## src/rtl/uart_tx_frame.sv

```systemverilog
// UART transmit serialiser: 5..MAX_DATA_W data bits, optional parity (even/odd/mark/space),
// one or two stop bits, break generation and an optional one-entry holding register.
module uart_tx_frame #(
    parameter int MAX_DATA_W = 8,
    parameter int HOLD_EN    = 1
) (
    input  logic                  clk,
    input  logic                  reset,
    input  logic                  xmit_pulse,
    input  logic [MAX_DATA_W-1:0] tx_data,
    input  logic                  tx_valid,
    output logic                  tx_ready,
    input  logic [3:0]            data_bits,
    input  logic                  parity_en,
    input  logic [1:0]            parity_mode,
    input  logic                  stop2,
    input  logic                  break_req,
    output logic                  tx,
    output logic                  tx_busy,
    output logic                  tx_done,
    output logic                  break_active
);

    localparam logic [2:0] ST_IDLE   = 3'd0;
    localparam logic [2:0] ST_START  = 3'd1;
    localparam logic [2:0] ST_DATA   = 3'd2;
    localparam logic [2:0] ST_PARITY = 3'd3;
    localparam logic [2:0] ST_STOP1  = 3'd4;
    localparam logic [2:0] ST_STOP2  = 3'd5;
    localparam logic [2:0] ST_BREAK  = 3'd6;

    localparam logic [1:0] PAR_EVEN  = 2'd0;
    localparam logic [1:0] PAR_ODD   = 2'd1;
    localparam logic [1:0] PAR_MARK  = 2'd2;
    localparam logic [1:0] PAR_SPACE = 2'd3;

    localparam logic [3:0] MIN_LEN = 4'd5;
    localparam logic [3:0] MAX_LEN = 4'(MAX_DATA_W);

    function automatic logic [3:0] clamp_len(input logic [3:0] req);
        logic [3:0] len;
        if ((req >= MIN_LEN) && (req <= MAX_LEN)) begin
            len = req;
        end else begin
            len = MAX_LEN;
        end
        return len;
    endfunction

    function automatic logic parity_bit(input logic acc, input logic [1:0] mode);
        logic bit_v;
        case (mode)
            PAR_EVEN:  bit_v = acc;
            PAR_ODD:   bit_v = ~acc;
            PAR_MARK:  bit_v = 1'b1;
            PAR_SPACE: bit_v = 1'b0;
            default:   bit_v = acc;
        endcase
        return bit_v;
    endfunction

    logic [MAX_DATA_W-1:0] hold_data_r;
    logic [3:0]            hold_len_r;
    logic                  hold_par_en_r;
    logic [1:0]            hold_par_mode_r;
    logic                  hold_stop2_r;
    logic                  hold_full_r;
    logic                  hold_full_s;

    logic [MAX_DATA_W-1:0] sh_data_r,     sh_data_s;
    logic [3:0]            sh_len_r,      sh_len_s;
    logic                  sh_par_en_r,   sh_par_en_s;
    logic [1:0]            sh_par_mode_r, sh_par_mode_s;
    logic                  sh_stop2_r,    sh_stop2_s;
    logic [3:0]            bit_cnt_r,     bit_cnt_s;
    logic                  par_acc_r,     par_acc_s;
    logic                  brk_mark_r,    brk_mark_s;
    logic [2:0]            state_r,       state_s;
    logic                  tx_r,          tx_s;
    logic                  tx_done_r,     tx_done_s;
    logic                  break_active_r, break_active_s;
    logic                  tx_busy_r;
    logic                  tx_ready_r,    tx_ready_s;

    logic                  accept_s;
    logic                  load_s;
    logic                  frame_end_s;

    assign accept_s = tx_valid & tx_ready_r;

    // Holding-register occupancy: set on a transfer, cleared when the shifter takes the frame.
    always_comb begin
        hold_full_s = hold_full_r;
        if (accept_s) begin
            hold_full_s = 1'b1;
        end else if (load_s) begin
            hold_full_s = 1'b0;
        end else begin
            hold_full_s = hold_full_r;
        end
    end

    // Frame sequencer: every line change and state move happens on a bit-rate tick.
    always_comb begin
        state_s        = state_r;
        tx_s           = tx_r;
        sh_data_s      = sh_data_r;
        sh_len_s       = sh_len_r;
        sh_par_en_s    = sh_par_en_r;
        sh_par_mode_s  = sh_par_mode_r;
        sh_stop2_s     = sh_stop2_r;
        bit_cnt_s      = bit_cnt_r;
        par_acc_s      = par_acc_r;
        brk_mark_s     = brk_mark_r;
        break_active_s = break_active_r;
        tx_done_s      = 1'b0;
        load_s         = 1'b0;
        frame_end_s    = 1'b0;

        if (xmit_pulse) begin
            case (state_r)
                ST_IDLE: begin
                    if (break_req) begin
                        tx_s           = 1'b0;
                        state_s        = ST_BREAK;
                        break_active_s = 1'b1;
                    end else if (hold_full_r) begin
                        load_s = 1'b1;
                    end else begin
                        tx_s = 1'b1;
                    end
                end
                ST_DATA: begin
                    if (bit_cnt_r < sh_len_r) begin
                        tx_s      = sh_data_r[0];
                        par_acc_s = par_acc_r ^ sh_data_r[0];
                        sh_data_s = sh_data_r >> 1;
                        bit_cnt_s = bit_cnt_r + 4'd1;
                    end else if (sh_par_en_r) begin
                        tx_s    = parity_bit(par_acc_r, sh_par_mode_r);
                        state_s = ST_PARITY;
                    end else begin
                        tx_s    = 1'b1;
                        state_s = ST_STOP1;
                    end
                end
                ST_PARITY: begin
                    tx_s    = 1'b1;
                    state_s = ST_STOP1;
                end
                ST_STOP1: begin
                    if (sh_stop2_r) begin
                        tx_s    = 1'b1;
                        state_s = ST_STOP2;
                    end else begin
                        frame_end_s = 1'b1;
                    end
                end
                ST_STOP2: begin
                    frame_end_s = 1'b1;
                end
                ST_BREAK: begin
                    // Release always passes through one mark bit (a single stop period).
                    if (!break_req) begin
                        tx_s           = 1'b1;
                        break_active_s = 1'b0;
                        brk_mark_s     = 1'b1;
                        sh_stop2_s     = 1'b0;
                        state_s        = ST_STOP1;
                    end else begin
                        tx_s = 1'b0;
                    end
                end
                default: begin
                    tx_s           = 1'b1;
                    break_active_s = 1'b0;
                    state_s        = ST_IDLE;
                end
            endcase
        end else begin
            state_s = state_r;
        end

        if (frame_end_s) begin
            tx_done_s  = ~brk_mark_r;
            brk_mark_s = 1'b0;
            if (hold_full_r && !break_req) begin
                load_s = 1'b1;
            end else begin
                tx_s    = 1'b1;
                state_s = ST_IDLE;
            end
        end else begin
            brk_mark_s = brk_mark_s;
        end

        if (load_s) begin
            tx_s          = 1'b0;
            state_s       = ST_DATA;
            sh_data_s     = hold_data_r;
            sh_len_s      = hold_len_r;
            sh_par_en_s   = hold_par_en_r;
            sh_par_mode_s = hold_par_mode_r;
            sh_stop2_s    = hold_stop2_r;
            bit_cnt_s     = 4'd0;
            par_acc_s     = 1'b0;
        end else begin
            bit_cnt_s = bit_cnt_s;
        end
    end

    // Acceptance: with a holding register only its occupancy matters, otherwise the shifter must be idle.
    always_comb begin
        tx_ready_s = 1'b0;
        if (HOLD_EN != 0) begin
            tx_ready_s = ~hold_full_s;
        end else begin
            tx_ready_s = (state_s == ST_IDLE) & ~break_active_s & ~hold_full_s;
        end
    end

    // Holding register: captures data and frame configuration together on a transfer.
    always_ff @(posedge clk) begin
        if (reset) begin
            hold_full_r     <= 1'b0;
            hold_data_r     <= '0;
            hold_len_r      <= MAX_LEN;
            hold_par_en_r   <= 1'b0;
            hold_par_mode_r <= PAR_EVEN;
            hold_stop2_r    <= 1'b0;
        end else begin
            hold_full_r <= hold_full_s;
            if (accept_s) begin
                hold_data_r     <= tx_data;
                hold_len_r      <= clamp_len(data_bits);
                hold_par_en_r   <= parity_en;
                hold_par_mode_r <= parity_mode;
                hold_stop2_r    <= stop2;
            end
        end
    end

    // Sequencer and output registers.
    always_ff @(posedge clk) begin
        if (reset) begin
            state_r        <= ST_IDLE;
            tx_r           <= 1'b1;
            tx_done_r      <= 1'b0;
            break_active_r <= 1'b0;
            tx_busy_r      <= 1'b0;
            tx_ready_r     <= 1'b1;
            sh_data_r      <= '0;
            sh_len_r       <= MAX_LEN;
            sh_par_en_r    <= 1'b0;
            sh_par_mode_r  <= PAR_EVEN;
            sh_stop2_r     <= 1'b0;
            bit_cnt_r      <= 4'd0;
            par_acc_r      <= 1'b0;
            brk_mark_r     <= 1'b0;
        end else begin
            state_r        <= state_s;
            tx_r           <= tx_s;
            tx_done_r      <= tx_done_s;
            break_active_r <= break_active_s;
            tx_busy_r      <= (state_s != ST_IDLE);
            tx_ready_r     <= tx_ready_s;
            sh_data_r      <= sh_data_s;
            sh_len_r       <= sh_len_s;
            sh_par_en_r    <= sh_par_en_s;
            sh_par_mode_r  <= sh_par_mode_s;
            sh_stop2_r     <= sh_stop2_s;
            bit_cnt_r      <= bit_cnt_s;
            par_acc_r      <= par_acc_s;
            brk_mark_r     <= brk_mark_s;
        end
    end

    assign tx           = tx_r;
    assign tx_done      = tx_done_r;
    assign tx_busy      = tx_busy_r;
    assign tx_ready     = tx_ready_r;
    assign break_active = break_active_r;

endmodule

```

## config.mk

```make
export PLATFORM = sky130hd
export DESIGN_NAME = uart_tx_frame
export DESIGN_NICKNAME = d
export VERILOG_FILES = /design/src/rtl/uart_tx_frame.sv
export SDC_FILE = /design/constraint.sdc
export NUM_CORES = 1
export LEC_CHECK = 0
export ABC_AREA = 1
export CAP_MARGIN = 10
export CORE_ASPECT_RATIO = 1.4
export CORE_MARGIN = 1.5
export CORE_UTILIZATION = 27
export DETAILED_ROUTE_END_ITERATION = 6
export SKIP_LAST_GASP = 1
export SLEW_MARGIN = 10
export SYNTH_ARGS = -nofsm -noshare
export SYNTH_HDL_FRONTEND = slang
export SYNTH_SLANG_ARGS = --single-unit
export TNS_END_PERCENT = 20
```

## constraint.sdc

```tcl
create_clock -name clk -period 3.5 [get_ports clk]
set_input_delay 1.05 -clock clk [delete_from_list [all_inputs] [get_ports clk]]
set_output_delay 1.05 -clock clk [all_outputs]
set_load 0.05 [all_outputs]
```

==> flow_metrics.env, run 1 <==
export IMPL_coreArea_mm2=0.00780
export IMPL_ys_warn_count=0
export IMPL_setup_viol=0
export IMPL_wl_mm=4.45
export IMPL_cp_required_ps=3700
export IMPL_routed_via_density=4.48
export IMPL_synthFlopType="dfxtp_1"
export IMPL_crit_chain="clkdlybuf4s50_1 > buf_4 > nand3_2 > o21ai_2 > nand2_4 > nand2_4 > inv_2 > nor2_1 > nor2_1"
export IMPL_crit_path_top_delay_cell="clkdlybuf4s50_1"
export IMPL_slowest_delay_ps=550
export IMPL_vdd_drop_max_mv=0.146
export IMPL_final_cell_mix="47 x dfxtp_1, 46 x nand2_1, 41 x inv_1, 39 x nor2_1, 38 x o21ai_0"
export IMPL_htreeDepth=2
export IMPL_synthAdderAreaFrac_pct=2.28
export IMPL_start_util_pct=28.1
export IMPL_max_freq_mhz=403
export IMPL_r2r_cells=8
export IMPL_fin_cells=427
export IMPL_critPathLaunch="xmit_pulse"
export IMPL_track_usage_pct=11.3
export IMPL_route_vias_total=1913
export IMPL_ys_seq_elements=47
export IMPL_synth_compound_area_share_pct=20.4
export IMPL_finalNetCount=351
export IMPL_clkTransAtPathRegs_ps=90
export IMPL_fin_skew_ps=8.77
export IMPL_worstSetupPathType="input pin to register"
export IMPL_cts_root_buf="clkbuf_8"
export IMPL_io_buffers=25
export IMPL_die_h_um=110
export IMPL_grt_pass1_wl_mm=7.84
export IMPL_drive_gt1_share_pct=10.1
export IMPL_grt_pass1_vias=1910
export IMPL_dpl_cell_area_mm2=0.00252
export IMPL_clk_latency_ps=310
export IMPL_grt_overflow_total=0
export IMPL_max_slew_margin_pct=67.3
export IMPL_netlist_cell_type_count=27
export IMPL_power_density_mw_per_mm2=454
export IMPL_final_common_cell="dfxtp_1"
export IMPL_post_route_min_period_ps=2480
export IMPL_fp_row_count=38
export IMPL_hold_depth=1
export IMPL_dieArea_mm2=0.00867
export IMPL_cts_resized=0
export IMPL_synth_edf_count=0
export IMPL_synthArstFlopShare_pct=0
export IMPL_dp_hpwl_mm=3.31
export IMPL_grt_max_degree=35
export IMPL_area_delta_synth_final_pct=19.6
export IMPL_path_max_fanout=28
export IMPL_antennaDiodeCount=0
export IMPL_clk_path_buf_depth=2
export IMPL_syn_area_mm2=0.00219
export IMPL_ant_nets=0
export IMPL_cp_endpoint="sh_data_r[2]"
export IMPL_clkSinkCount=47
export IMPL_place_inst=419
export IMPL_finalHoldViolCount=0
export IMPL_fillers=874
export IMPL_synth_xor_area_share_pct=0
export IMPL_start_kind="input pin"
export IMPL_drt_iter0_markers=71
export IMPL_min_period_over_period_pct=70.9
export IMPL_synth_nets=327
export IMPL_worstMarginPinSlew_ps=489
export IMPL_synthMuxAreaShare_pct=0
export IMPL_syn_avg_cell_area_um2=7.25
export IMPL_r2r_end="sh_data_r[2]"
export IMPL_synthSimpleGateAreaFrac_pct=23.0
export IMPL_yosysSeqAreaShare_pct=42.9
export IMPL_hold_path_class="register to register"
export IMPL_setup_worst_path_end_class="register"
export IMPL_slew_viol_final=0
export IMPL_status="finished, final reports clean"
export IMPL_synth_top_family_by_area="simple AND/OR/NAND/NOR gates"
export IMPL_cts_tree="done"
export IMPL_holdBufCountCts=0
export IMPL_cap_viol_max_count=0
export IMPL_rsz0062_at_grt="false"
export IMPL_utilization_pct=33.6
export IMPL_gp_congestion=0.817
export IMPL_antenna_found_initial=0
export IMPL_r2r_slack_ps=1760
export IMPL_ios=26
export IMPL_die_w_um=79.1
export IMPL_synth_cells=302
export IMPL_final_cell_area_mm2=0.00262
export IMPL_r2r_start="sh_len_r[3]"
export IMPL_finalSetupTns_ps=0
export IMPL_drt_wirelength_per_cell_um=10.4
export IMPL_drc_errors=0
export IMPL_cp_data_arrival_time_ps=2680
export IMPL_cts_buffers=5
export IMPL_cts_setup_buffers=0
export IMPL_power_mw=1.19
export IMPL_p_leak_nw=1.12
export IMPL_drtPass1Iterations=5
## synthesized netlist by cell type, types with 6 or more instances
library cell | number | area, um2
a21oi_1 | 27 | 135
clkbuf_1 | 7 | 26.3
dfxtp_1 | 47 | 941
inv_1 | 41 | 154
inv_2 | 6 | 22.5
nand2_1 | 46 | 173
nand3_1 | 10 | 50.1
nor2_1 | 39 | 146
nor3_1 | 6 | 30.0
o21ai_0 | 38 | 190
o21ai_2 | 6 | 52.6
## area by class of cell
class / instances / area [um2] / share of cell area [%]
clock buffers: 5 / 68.8 / 2.63
clock inverters: 3 / 26.3 / 1.00
inverters: 48 / 185 / 7.07
multi-input cells: 196 / 1000 / 38.2
flip-flops and latches: 47 / 941 / 35.9
well taps: 100 / 125 / 4.78
repair buffers: 28 / 273 / 10.4
## worst min path at each step
stage | startpoint | slack (ps) | to
after global placement | brk_mark_r | 440 | tx_done
after global routing | brk_mark_r | 480 | tx_done
final | brk_mark_r | 450 | tx_done
after CTS | brk_mark_r | 440 | tx_done
after detailed placement | brk_mark_r | 430 | tx_done
after floorplan | brk_mark_r | 400 | tx_done
## logic make-up after synthesis
kind of cell | Yosys count
flops | 47
buf+inv | 59
fa+ha+maj | 4
compound gates | 81
simple gates | 111
## sequential cells by signal, indices dropped and copies added, names as in the netlist, 2 cells and up
signal / flops
bit_cnt_r: 4
sh_data_r: 8
hold_len_r: 4
sh_par_mode_r: 2
state_r: 3
hold_par_mode_r: 2
sh_len_r: 4
hold_data_r: 8
## through the flow
stage          hold slack, ps  worst slack, ps
2_1_floorplan             400             1430
5_1_grt                   477              865
6_report                  447             1020
3_3_place_gp              442              749
3_5_place_dp              434              703
4_1_cts                   444             1000
## worst max-delay path, delay by kind of cell
kind                   cells  cell delay, ps
AND/OR/NAND/NOR            5             690
AO/OA/AOI/OAI              1              90
buffers and inverters      3             830
## power breakdown
| group | switching [mW] | internal, mW |
|---|---|---|
| clock network | 0.199 | 0.147 |
| registers | 0.0236 | 0.579 |
| logic | 0.148 | 0.0916 |
## layer usage
layer	track usage (%)	vias up	part of all wire [%]
li1	-	1018	-
met1	11.9	856	45
met2	21.6	34	50
met3	2.24	5	3.5
met4	4.51	0	1.1
met5	0	-	0
Power figures use the tool's default switching activity.
==> run 2, diff against run 1 <==
==> constraint.sdc (replaced) <==
create_clock -name clk -period 2.31 [get_ports clk]
set_input_delay 0.693 -clock clk [delete_from_list [all_inputs] [get_ports clk]]
set_output_delay 0.693 -clock clk [all_outputs]
set_load 0.05 [all_outputs]
==> run 2 against run 1 <==
  * Clock skew fell by 3.2 ps
  * Sequential share of layout area decreased by 1.0 points
  * Clock-buffer cell count did not move
  * Critical path type is now register to primary output
==> flow_metrics.env, run 2 (synthesis results as in run 1) <==
export IMPL_cap_viol_max_count=0
export IMPL_ant_nets=0
export IMPL_grt_pass1_vias=1826
export IMPL_vdd_drop_max_mv=0.285
export IMPL_finalHoldViolCount=0
export IMPL_fin_skew_ps=5.59
export IMPL_cts_buffers=5
export IMPL_start_util_pct=28.1
export IMPL_finalNetCount=356
export IMPL_rsz0062_at_grt="false"
export IMPL_grt_max_degree=35
export IMPL_dp_hpwl_mm=3.39
export IMPL_slowest_delay_ps=800
export IMPL_routed_via_density=4.40
export IMPL_power_density_mw_per_mm2=740
export IMPL_area_delta_synth_final_pct=23.2
export IMPL_gp_congestion=0.868
export IMPL_route_vias_total=1902
export IMPL_crit_chain="clkdlybuf4s50_1"
export IMPL_finalSetupTns_ps=0
export IMPL_cts_root_buf="clkbuf_8"
export IMPL_ios=26
export IMPL_setup_worst_path_end_class="primary output"
export IMPL_clk_path_buf_depth=2
export IMPL_coreArea_mm2=0.00780
export IMPL_final_cell_mix="47 x dfxtp_1, 46 x nand2_1, 41 x inv_1, 39 x nor2_1, 38 x o21ai_0"
export IMPL_die_h_um=110
export IMPL_top_regs="hold_data_r (8), sh_data_r (8)"
export IMPL_post_route_min_period_ps=2140
export IMPL_path_buf_inv=1
export IMPL_cts_resized=0
export IMPL_cp_data_arrival_time_ps=1450
export IMPL_final_common_cell="dfxtp_1"
export IMPL_io_buffers=25
export IMPL_slew_viol_final=0
export IMPL_setup_viol=0
export IMPL_grt_pass1_wl_mm=7.79
export IMPL_die_w_um=79.1
export IMPL_fp_row_count=38
export IMPL_cts_tree="done"
export IMPL_dieArea_mm2=0.00867
export IMPL_cp_required_ps=1620
export IMPL_cp_top_family="buffers and inverters"
export IMPL_antenna_found_initial=0
export IMPL_drtPass1Iterations=4
export IMPL_clkTransAtPathRegs_ps=90
export IMPL_start_kind="register"
export IMPL_worstSetupPathType="register to primary output"
export IMPL_path_max_fanout=2
export IMPL_max_freq_mhz=467
export IMPL_grt_overflow_total=0
export IMPL_clkSinkCount=47
export IMPL_holdBufCountCts=0
export IMPL_status="finished, final reports clean"
export IMPL_worstMarginPinSlew_ps=489
export IMPL_utilization_pct=34.6
export IMPL_drt_iter0_markers=82
export IMPL_cts_setup_buffers=0
export IMPL_drc_errors=0
export IMPL_min_period_over_period_pct=92.6
export IMPL_wl_mm=4.52
export IMPL_drt_wirelength_per_cell_um=10.5
export IMPL_track_usage_pct=11.4
export IMPL_antennaDiodeCount=0
export IMPL_hold_path_class="register to register"
export IMPL_max_slew_margin_pct=67.3
export IMPL_clk_latency_ps=300
export IMPL_drive_gt1_share_pct=11.4
export IMPL_p_leak_nw=1.15
export IMPL_htreeDepth=2
export IMPL_crit_path_top_delay_cell="clkdlybuf4s50_1"
run 2: cell types whose count changed in the layout (fill, tap and decap cells not counted), sizes merged:
cell / before / now
bufinv: 0 / 2
inv: 50 / 48
clkinv: 1 / 0
clkinvlp: 0 / 1
buf: 3 / 8
run 2: cell type report:
type,count,area (um2)
tap,100,125
clock buffer,5,68.8
multi-input combinational,196,1000
sequential,47,941
fill,841,5100
inverter,48,185
clock inverter,3,67.6
timing repair buffer,33,310
run 2: layer usage:
layer	share of wire, %	GRT usage (%)
met4	2.3	5.89
met5	0	0
met1	46	12.5
met3	3.3	2.90
met2	48	20.2
run 2: path summary, 6_finish.rpt:
| kind | start | end | slack, ps | cells past startpoint |
|---|---|---|---|---|
| setup / recovery | break_active | break_active | 170 | 1 |
| hold reg to reg | brk_mark_r | tx_done | 450 | 1 |
| hold / removal | brk_mark_r | tx_done | 450 | 1 |
| setup reg to reg | sh_len_r[3] | sh_data_r[2] | 610 | 8 |
run 2: where the power goes:
part | switching [mW] | internal [mW] | leakage [nW]
combinational | 0.225 | 0.144 | 0.704
sequential | 0.0362 | 0.877 | 0.386
clock | 0.284 | 0.431 | 0.0644
run 2: through the flow:
| stage | area (um2) | instances | setup WS (ps) | hold slack, ps | power, mW |
|---|---|---|---|---|---|
| 3_5_place_dp | 2560 | 424 | 53.5 | 442 | 1.30 |
| 6_report | 2700 | 432 | 170 | 451 | 2.00 |
| 4_1_cts | 2700 | 432 | 154 | 456 | 2.02 |
| 3_3_place_gp | 2560 | 424 | 100 | 439 | 1.30 |
| 5_1_grt | 2700 | 432 | 105 | 483 | 2.11 |
| 2_1_floorplan | 2190 | 302 | 592 | 400 | 1.19 |
==> run 3, diff against run 2 <==
--- a/config.mk
+++ b/config.mk
@@ -10,6 +10,7 @@
 export CORE_ASPECT_RATIO = 1.4
 export CORE_MARGIN = 1.5
 export CORE_UTILIZATION = 27
+export CTS_CLUSTER_DIAMETER = 80
 export DETAILED_ROUTE_END_ITERATION = 6
 export SKIP_LAST_GASP = 1
 export SLEW_MARGIN = 10
==> results of run 3 <==
Same layout as run 2: the final DEF is identical, and so are final timing and power.
